==> config.mk <==
export PLATFORM = sky130hd
export DESIGN_NAME = ms_count_flat
export DESIGN_NICKNAME = d
export VERILOG_FILES = /design/src/rtl/ms_count_if.sv /design/src/rtl/ms_count.sv /design/src/flat_wrapper.sv
export SDC_FILE = /design/constraint.sdc
export NUM_CORES = 1
export LEC_CHECK = 0
export CAP_MARGIN = 20
export CORE_ASPECT_RATIO = 2
export CORE_MARGIN = 2
export CORE_UTILIZATION = 30
export CTS_CLUSTER_SIZE = 16
export DETAILED_ROUTE_END_ITERATION = 10
export HOLD_SLACK_MARGIN = 0.12
export SLEW_MARGIN = 20
export SYNTH_ARGS = -nofsm -noshare
export SYNTH_HDL_FRONTEND = slang
export SYNTH_SLANG_ARGS = --single-unit
==> constraint.sdc <==
create_clock -name clk -period 9.1 [get_ports clk]
set_input_delay 1.365 -clock clk [delete_from_list [all_inputs] [get_ports clk]]
set_output_delay 1.365 -clock clk [all_outputs]
set_load 0.01 [all_outputs]
==> src/rtl/ms_count_if.sv <==
// Bus between the minesweeper board logic and the adjacent-mine counter.
// zero_map exists only when MS_COUNT_ZERO_MAP_EN is defined.
interface ms_count_if;
    logic [63:0] mine;
    logic        gen_done;
    logic [5:0]  rd_addr;
    logic [3:0]  rd_count;
    logic        rd_mine;
    logic        cell_valid;
    logic [5:0]  cell_idx;
    logic [3:0]  cell_count;
    logic        busy;
    logic        count_done;
`ifdef MS_COUNT_ZERO_MAP_EN
    logic [63:0] zero_map;
`endif

    modport master (
        output mine, gen_done, rd_addr,
        input  rd_count, rd_mine, cell_valid, cell_idx, cell_count, busy, count_done
`ifdef MS_COUNT_ZERO_MAP_EN
        , input zero_map
`endif
    );

    modport slave (
        input  mine, gen_done, rd_addr,
        output rd_count, rd_mine, cell_valid, cell_idx, cell_count, busy, count_done
`ifdef MS_COUNT_ZERO_MAP_EN
        , output zero_map
`endif
    );
endinterface

==> src/rtl/ms_count.sv <==
// Adjacent-mine counter: scans the latched 8x8 mine map one cell per clock into a 64x4 count file.
// Optional zero-count seed mask (zero_map) enabled by defining MS_COUNT_ZERO_MAP_EN.
//
// state | meaning
// IDLE  | waiting for a gen_done rising edge after reset
// SCAN  | writing count of cell idx_q each clock
// DONE  | full board valid; a new rise restarts the scan
module ms_count #(
    parameter logic [3:0] MINE_CODE = 4'hF
) (
    input logic      clk,
    input logic      n_reset,
    ms_count_if.slave bus
);

    typedef enum logic [1:0] {IDLE, SCAN, DONE} state_t;

    state_t      state_q, state_d;
    logic        gen_done_q;
    logic [63:0] mine_q, mine_d;
    logic [5:0]  idx_q, idx_d;
    logic [3:0]  counts_q [64];
    logic        cell_valid_q, cell_valid_d;
    logic [5:0]  cell_idx_q, cell_idx_d;
    logic [3:0]  cell_count_q, cell_count_d;
    logic        busy_q, busy_d;
    logic        count_done_q, count_done_d;
    logic        wr_en;
    logic [3:0]  nbr_n;
    logic [3:0]  wr_val;
    logic        rise;
`ifdef MS_COUNT_ZERO_MAP_EN
    logic [63:0] zero_map_q, zero_map_d;
`endif

    // Out-of-board neighbours are skipped, so edge columns never wrap into the adjacent row.
    function automatic logic [3:0] nbr_count(input logic [63:0] m, input logic [5:0] c);
        logic [3:0] n;
        int         r;
        int         k;
        n = '0;
        for (int dr = -1; dr <= 1; dr++) begin
            for (int dc = -1; dc <= 1; dc++) begin
                r = int'(c[5:3]) + dr;
                k = int'(c[2:0]) + dc;
                if ((dr != 0 || dc != 0) && r >= 0 && r < 8 && k >= 0 && k < 8)
                    n = n + {3'b000, m[6'(r * 8 + k)]};
            end
        end
        return n;
    endfunction

    assign rise   = bus.gen_done & ~gen_done_q;
    assign nbr_n  = nbr_count(mine_q, idx_q);
    assign wr_val = mine_q[idx_q] ? MINE_CODE : nbr_n;

    always_comb begin
        state_d      = state_q;
        mine_d       = mine_q;
        idx_d        = idx_q;
        cell_valid_d = 1'b0;
        cell_idx_d   = cell_idx_q;
        cell_count_d = cell_count_q;
        busy_d       = busy_q;
        count_done_d = count_done_q;
        wr_en        = 1'b0;
`ifdef MS_COUNT_ZERO_MAP_EN
        zero_map_d   = zero_map_q;
`endif
        case (state_q)
            IDLE, DONE: begin
                if (rise) begin
                    mine_d       = bus.mine;
                    idx_d        = '0;
                    state_d      = SCAN;
                    busy_d       = 1'b1;
                    count_done_d = 1'b0;
`ifdef MS_COUNT_ZERO_MAP_EN
                    zero_map_d   = '0;
`endif
                end
            end
            SCAN: begin
                wr_en        = 1'b1;
                cell_valid_d = 1'b1;
                cell_idx_d   = idx_q;
                cell_count_d = wr_val;
                idx_d        = idx_q + 6'd1;
`ifdef MS_COUNT_ZERO_MAP_EN
                zero_map_d[idx_q] = ~mine_q[idx_q] && (nbr_n == 4'd0);
`endif
                if (idx_q == 6'd63) begin
                    state_d      = DONE;
                    busy_d       = 1'b0;
                    count_done_d = 1'b1;
                end
            end
            default: state_d = IDLE;
        endcase
    end

    always_ff @(posedge clk) begin
        if (!n_reset) begin
            state_q      <= IDLE;
            gen_done_q   <= 1'b0;
            mine_q       <= '0;
            idx_q        <= '0;
            cell_valid_q <= 1'b0;
            cell_idx_q   <= '0;
            cell_count_q <= '0;
            busy_q       <= 1'b0;
            count_done_q <= 1'b0;
            for (int i = 0; i < 64; i++) counts_q[i] <= '0;
`ifdef MS_COUNT_ZERO_MAP_EN
            zero_map_q   <= '0;
`endif
        end else begin
            state_q      <= state_d;
            gen_done_q   <= bus.gen_done;
            mine_q       <= mine_d;
            idx_q        <= idx_d;
            cell_valid_q <= cell_valid_d;
            cell_idx_q   <= cell_idx_d;
            cell_count_q <= cell_count_d;
            busy_q       <= busy_d;
            count_done_q <= count_done_d;
            if (wr_en) counts_q[idx_q] <= wr_val;
`ifdef MS_COUNT_ZERO_MAP_EN
            zero_map_q   <= zero_map_d;
`endif
        end
    end

    assign bus.rd_count   = counts_q[bus.rd_addr];
    assign bus.rd_mine    = mine_q[bus.rd_addr];
    assign bus.cell_valid = cell_valid_q;
    assign bus.cell_idx   = cell_idx_q;
    assign bus.cell_count = cell_count_q;
    assign bus.busy       = busy_q;
    assign bus.count_done = count_done_q;
`ifdef MS_COUNT_ZERO_MAP_EN
    assign bus.zero_map   = zero_map_q;
`endif

endmodule

==> src/flat_wrapper.sv <==
// flat-port wrapper written by rule: the top's interface ports become plain ports
module ms_count_flat 
#(
    parameter logic [3:0] MINE_CODE = 4'hF
)
  (clk, n_reset, bus_mine, bus_gen_done, bus_rd_addr, bus_rd_count, bus_rd_mine, bus_cell_valid, bus_cell_idx, bus_cell_count, bus_busy, bus_count_done);
  ms_count_if bus_i ();
  input logic clk;
  input logic n_reset;
  input wire logic [$bits(bus_i.mine)-1:0] bus_mine;
  input wire logic [$bits(bus_i.gen_done)-1:0] bus_gen_done;
  input wire logic [$bits(bus_i.rd_addr)-1:0] bus_rd_addr;
  output wire logic [$bits(bus_i.rd_count)-1:0] bus_rd_count;
  output wire logic [$bits(bus_i.rd_mine)-1:0] bus_rd_mine;
  output wire logic [$bits(bus_i.cell_valid)-1:0] bus_cell_valid;
  output wire logic [$bits(bus_i.cell_idx)-1:0] bus_cell_idx;
  output wire logic [$bits(bus_i.cell_count)-1:0] bus_cell_count;
  output wire logic [$bits(bus_i.busy)-1:0] bus_busy;
  output wire logic [$bits(bus_i.count_done)-1:0] bus_count_done;
  assign bus_i.mine = bus_mine;
  assign bus_i.gen_done = bus_gen_done;
  assign bus_i.rd_addr = bus_rd_addr;
  assign bus_rd_count = bus_i.rd_count;
  assign bus_rd_mine = bus_i.rd_mine;
  assign bus_cell_valid = bus_i.cell_valid;
  assign bus_cell_idx = bus_i.cell_idx;
  assign bus_cell_count = bus_i.cell_count;
  assign bus_busy = bus_i.busy;
  assign bus_count_done = bus_i.count_done;
  ms_count #(.MINE_CODE(MINE_CODE)) u_core (.clk(clk), .n_reset(n_reset), .bus(bus_i));
endmodule
-- Yosys cells after proc, flatten, opt, wreduce, memory -nomap -nowiden
Memories as Yosys holds them, arrays and structs flattened.
Cells that the tools add are included.
- add/sub/neg operators: 20
- $lt $le $gt $ge: 22
- eq/ne operators: 5
- multiplexer cells: 56
- bitwise operators: 2
- reduce and logical (&&, ||, !) cells: 27
- operators by type and width (cell ; number):
    $lt A6 B8 Y1 const B ; 8
    $bmux W1 S6 ; 10
    $mux W4 ; 9
    $ge A32 B1 Y1 const B ; 1
    $lt A32 B5 Y1 const B ; 1
    $mux W1 ; 29
    $add A4 B1 Y4 ; 7
    $logic_and A1 B1 Y1 ; 19
    $add A6 B5 Y6 ; 3
    $add A6 B6 Y6 ; 3
    $lt A6 B7 Y1 const B ; 2
    $add A6 B4 Y6 ; 2
    $mux W6 ; 2
    $pmux W6 S2 ; 1
    $add A4 B1 Y5 const B ; 2
    $ge A5 B1 Y1 const B ; 2
    $lt A5 B5 Y1 const B ; 2
    $add A3 B1 Y4 const B ; 2
    $lt A3 B4 Y1 const B ; 2
    $add A6 B1 Y6 const B ; 1
    $eq A6 B6 Y1 const B ; 1
    $ge A3 B1 Y1 const B ; 2
    $reduce_and A2 Y1 ; 3
    $ge A4 B1 Y1 const B ; 1
    14 further kinds ; 17
- register bits after elaboration: 86
- memory bits (writable): 256
- input bits: 73
- output and inout port bits: 18
- word-level logic and storage cells: 142
- memories kept: 1
- memories (memory ; words ; bits a word ; rd ports ; clocked after Yosys merged registers in ; write ports ; line ; source):
    u_core.counts_q ; 64 ; 4 ; 1 ; 0 ; 64 ; ms_count.sv:22 ; logic [3:0] counts_q [64];

-- Longest topological paths before layout
- word-level depth: 22
- depth in mapped cells: 39
- gate-level depth less buffers: 34

-- Least setup slack after synthesis
OpenSTA, ideal clock, no wires.
- kind: register to register
- from: register u_core.idx_q[0]
- to: memory u_core.counts_q[21][3], data pin
- setup time: 0.258 ns
- data arrival time: 7.447 ns
- required time: 8.842 ns
- setup slack: 1.395 ns
- cell stages (with the launch flop): 34
- path buffers: 5
- clock period less this slack: 7.705 ns
- cell sequence: dfxtp_1 buf_4 clkinv_1 ha_1 ha_1 clkbuf_1 clkbuf_1 mux4_2 mux4_2 mux4_2 and3_1 ha_1 and2_1 ha_1 ha_1 mux2i_1 nor3_1 ha_1 nand2_1 nand2_1 ha_1 nand2_1 o21ai_0 ha_1 mux2_2 ha_1 nand4_1 or3_1 a21oi_1 o21ai_0 a21oi_1 buf_4 buf_4 nor2_1
- RTL lines (element ; line ; source):
    from (decl) ; ms_count.sv:21 ; logic [5:0] idx_q, idx_d;
    from (signal assigned) ; ms_count.sv:121 ; idx_q <= idx_d;
    to (decl) ; ms_count.sv:22 ;

==> qor.yml <==
clkSlewWorstSetupHoldPaths_ns: 0.06
ys_seq_area_share_pct: 52.28
cp_slowest_cell: "mux4_2"
power.density_nw_per_um2: 176.5
cts_buffers: 35
tns_ns: 0
status: "completed"
cts_resized: 0
pwr-share-clk_pct: 38.3
rsz0062_at_grt: "no"
max_stage_delay_ns: 0.61
syn_area_sq_um: 18000
seq_area_sq_um: 9412
htreeDepth: 2
reg2reg_to: "u_core.counts_q[18][3]"
fin_nets: 1637
fin_worst_skew_ns: 0.01552
yosys.area_share.simple_pct: 14.70
overflow: 0
cts_sinks: 342
hp-class: "reg -> reg"
crit_top_cell: "ha_1"
relSlewSlack_pct: 18.83
cp-end-kind: "flop"
drt_iter0_drc: 1073
die_y_um: 350.4
cap_violations: 0
cts_hold_buf: 0
cts_tree: "done"
synth_area_leaders: "edfxtp_1 (43%), mux4_2 (20%), dfxtp_1 (9.6%)"
grt_pass1_wl_um: 73510
yosys_warnings: 0
pin_count: 91
post-route-period-util_pct: 90.59
muxShareOfSynthArea_pct: 21.52
antenna_found_initial: 0
crit_end: "u_core.counts_q[18][3]"
n_antenna_cell: 0
dr.pass1.iters: 5
synth.net_count: 1604
drt-total-wl_um: 47180
synth_cells: 1504
worst-path-max-fanout: 65
synth_xor_area_share_pct: 0.8203
ant_nets: 0
grt_pass1_vias: 12360
stdcell_area_sq_um: 20740
fp.dieW_um: 177.2
dieArea_sq_um: 62090
cp-startpoint: "u_core.idx_q[0]"
period_minus_slack_ns: 8.244
synth-compound-area-share_pct: 5.547
switchingPower_mw: 0.9454
rr_startpoint: "u_core.idx_q[0]"
r2r_cells: 29
final-max-slew-violation-count: 0
intPower_mw: 2.716
multi_input_area_sq_um: 8132
synthToLayoutAreaGrowth_pct: 15.22
tightest_slew_ns: 1.211
start_util_pct: 30.20
hold_viol: 0
portBuffers: 90
synth_seq_cells: 342
ir_drop_mv: 0.1300
comb_power_share_pct: 13.4
synth_top_area_share_pct: 42.71
synth_fa_ha_area_share_pct: 2.002
fillers: 5820
seqPwrFrac_pct: 48.3
hpwlAfterDp_um: 31710
clockBufferDepth: 3
ys_types: 53
finalSetupViolCount: 0
clock_latency_ns: 0.54
synth_top_family_by_area: "multiplexers"
avgSynthCellArea_sq_um: 11.97
ff2ff_setup_slack_ns: 0.86
path_class: "reg -> reg"
fp-row-count: 127
drive_above_1_share_pct: 16.97
vias_per_cell: 5.237
worstHoldStart: "u_core.bus.cell_idx[3]"
grt_max_degree: 70
worstPathArrival_ns: 8.52
worstPathRequired_ns: 9.37
startpoint_type: "flop"
place_area_sq_um: 19640
core_sq_um: 59590
fmax_mhz: 121.3
drc: 0
gp_congestion: 0.8200
synth_top_area_cell: "edfxtp_1"
cts.repair_timing.setup_buffer_count: 0
swShare_pct: 25.82
leakage_nw: 6.992
vias: 12230
routedWlPerCell_um: 20.20
root_buffer: "clkbuf_16"
grt_usage_pct: 15.43
-- cells in the mapped netlist (all sizes together) --
cell and number:
nand2 304, nor2 281, edfxtp 256, mux4 158
dfxtp 86, a21boi 74, clkbuf 60, buf 56
mux2i 27, ha 24, o21ai 20, a21oi 17
nor3 17, nand3 15, xnor2 11, nor2b 10
nand2b 9, inv 8, or3 7, and2 5
o221ai 5, xor2 5, and3 4, mux2 4
o22ai 4, o311ai 4, a211oi 3, a31oi 3
clkinv 3, fa 3, o2111ai 3, nand4b 2
nor3b 2, o211ai 2, or2 2, a22oi 1
a31o 1, a32oi 1, nand4 1, o21a 1
o22a 1, o311a 1, o31ai 1, o32ai 1
or4 1
-- layer usage --
metal | vias to the layer above | global-route usage, % | part of all wire (%)
met5 | - | 0 | 0
met4 | 0 | 4.672 | 2.6
met3 | 76 | 2.189 | 6.5
met2 | 488 | 25.09 | 48
met1 | 6115 | 21.29 | 43
li1 | 5555 | - | -
-- layout make-up --
class	instances	share of cell area (%)
Tap cell	774	4.670
Clock inverter	16	0.6577
Multi-Input combinational cell	1035	39.21
Inverter	11	0.1991
Sequential cell	342	45.38
Clock buffer	46	4.616
Timing Repair Buffer	112	5.261
-- cells by family (layout without fill, tap and decap cells) --
kind of cell               Yosys count  after routing
xor gates and xnor gates            16             16
and+or+nand+nor                    660            660
AOI/OAI and AO/OA                  143            143
buffers and inverters              127            185
adders and majority gates           27             27
muxes                              189            189
DFF                                342            342
-- metrics by stage --
stage	utilization, %	cells	hold WS, ns	setup slack [ns]	total power [mW]
floorplan	-	1504	0.4680	1.395	2.119
global placement	32.96	2274	0.4526	1.020	2.289
detailed placement	32.96	2274	0.4565	0.8954	2.297
CTS	34.79	2336	0.4648	0.8779	3.691
global route	34.80	2336	0.4851	0.2913	3.780
finish	34.80	2336	0.4592	0.8559	3.661
-- worst max-delay path, delay by kind of cell, from the launching register on --
kind / cells / cell delay [ns]
simple gates: 12 / 2.55
compound gates: 4 / 0.68
mux: 4 / 1.44
buf+inv: 2 / 0.90
fa+ha+maj: 7 / 2.00
flops: 1 / 0.33
-- flip-flops by register name, summed over array words and instances (netlist names) --
name                   flops
u_core.bus.cell_count      4
u_core.bus.cell_idx        6
u_core.gen_done_q          1
u_core.counts_q          256
u_core.bus.busy            1
u_core.bus.cell_valid      1
u_core.state_q             2
u_core.mine_q             64
u_core.bus.count_done      1
u_core.idx_q               6
-- worst min-delay path by stage --
stage | to | cells past startpoint
after floorplan | u_core.mine_q[42] | 2
after global placement | u_core.bus.cell_idx[5] | 2
after detailed placement | u_core.bus.cell_idx[3] | 2
after CTS | u_core.bus.cell_idx[3] | 2
after global routing | u_core.bus.cell_idx[3] | 2
final | u_core.bus.cell_idx[3] | 2
-- power by group through the flow --
stage / combinational (mW) / sequential, mW / clock, mW
final: 0.491 / 1.77 / 1.40
after global routing: 0.529 / 1.77 / 1.48
after CTS: 0.497 / 1.77 / 1.43
after detailed placement: 0.496 / 1.80 / 0
after global placement: 0.490 / 1.80 / 0
after floorplan: 0.334 / 1.78 / 0
-- cell usage in the layout, fill, tap and decap left out, types with 4 or more instances in the layout --
cell type        netlist  routed
mux2i_1               27      27
a21boi_0              74      74
a21oi_1               17      15
inv_1                  7       7
nor3_2                 0       8
o21ai_0               19      19
clkbuf_1              60       7
and2_1                 5       5
nand2b_1               9       8
clkbuf_8               0       4
clkbuf_16              0      35
clkinv_2               0       6
dfxtp_1               86      84
nor2_1               280     278
o221ai_1               5       5
and3_1                 4       4
ha_1                  24      24
xnor2_1               11      10
buf_4                 16      22
xor2_1                 4       4
nor2b_1               10       9
or3_1                  7       7
clkdlybuf4s50_1        0      86
nor3_1                17       8
o22ai_1                4       4
nand2_1              304     304
edfxtp_1             256     256
nand3_1               14      14
clkinv_1               3       8
mux2_2                 4       4
mux4_2               158     158
No activity file was read; power rests on OpenSTA's default activity.
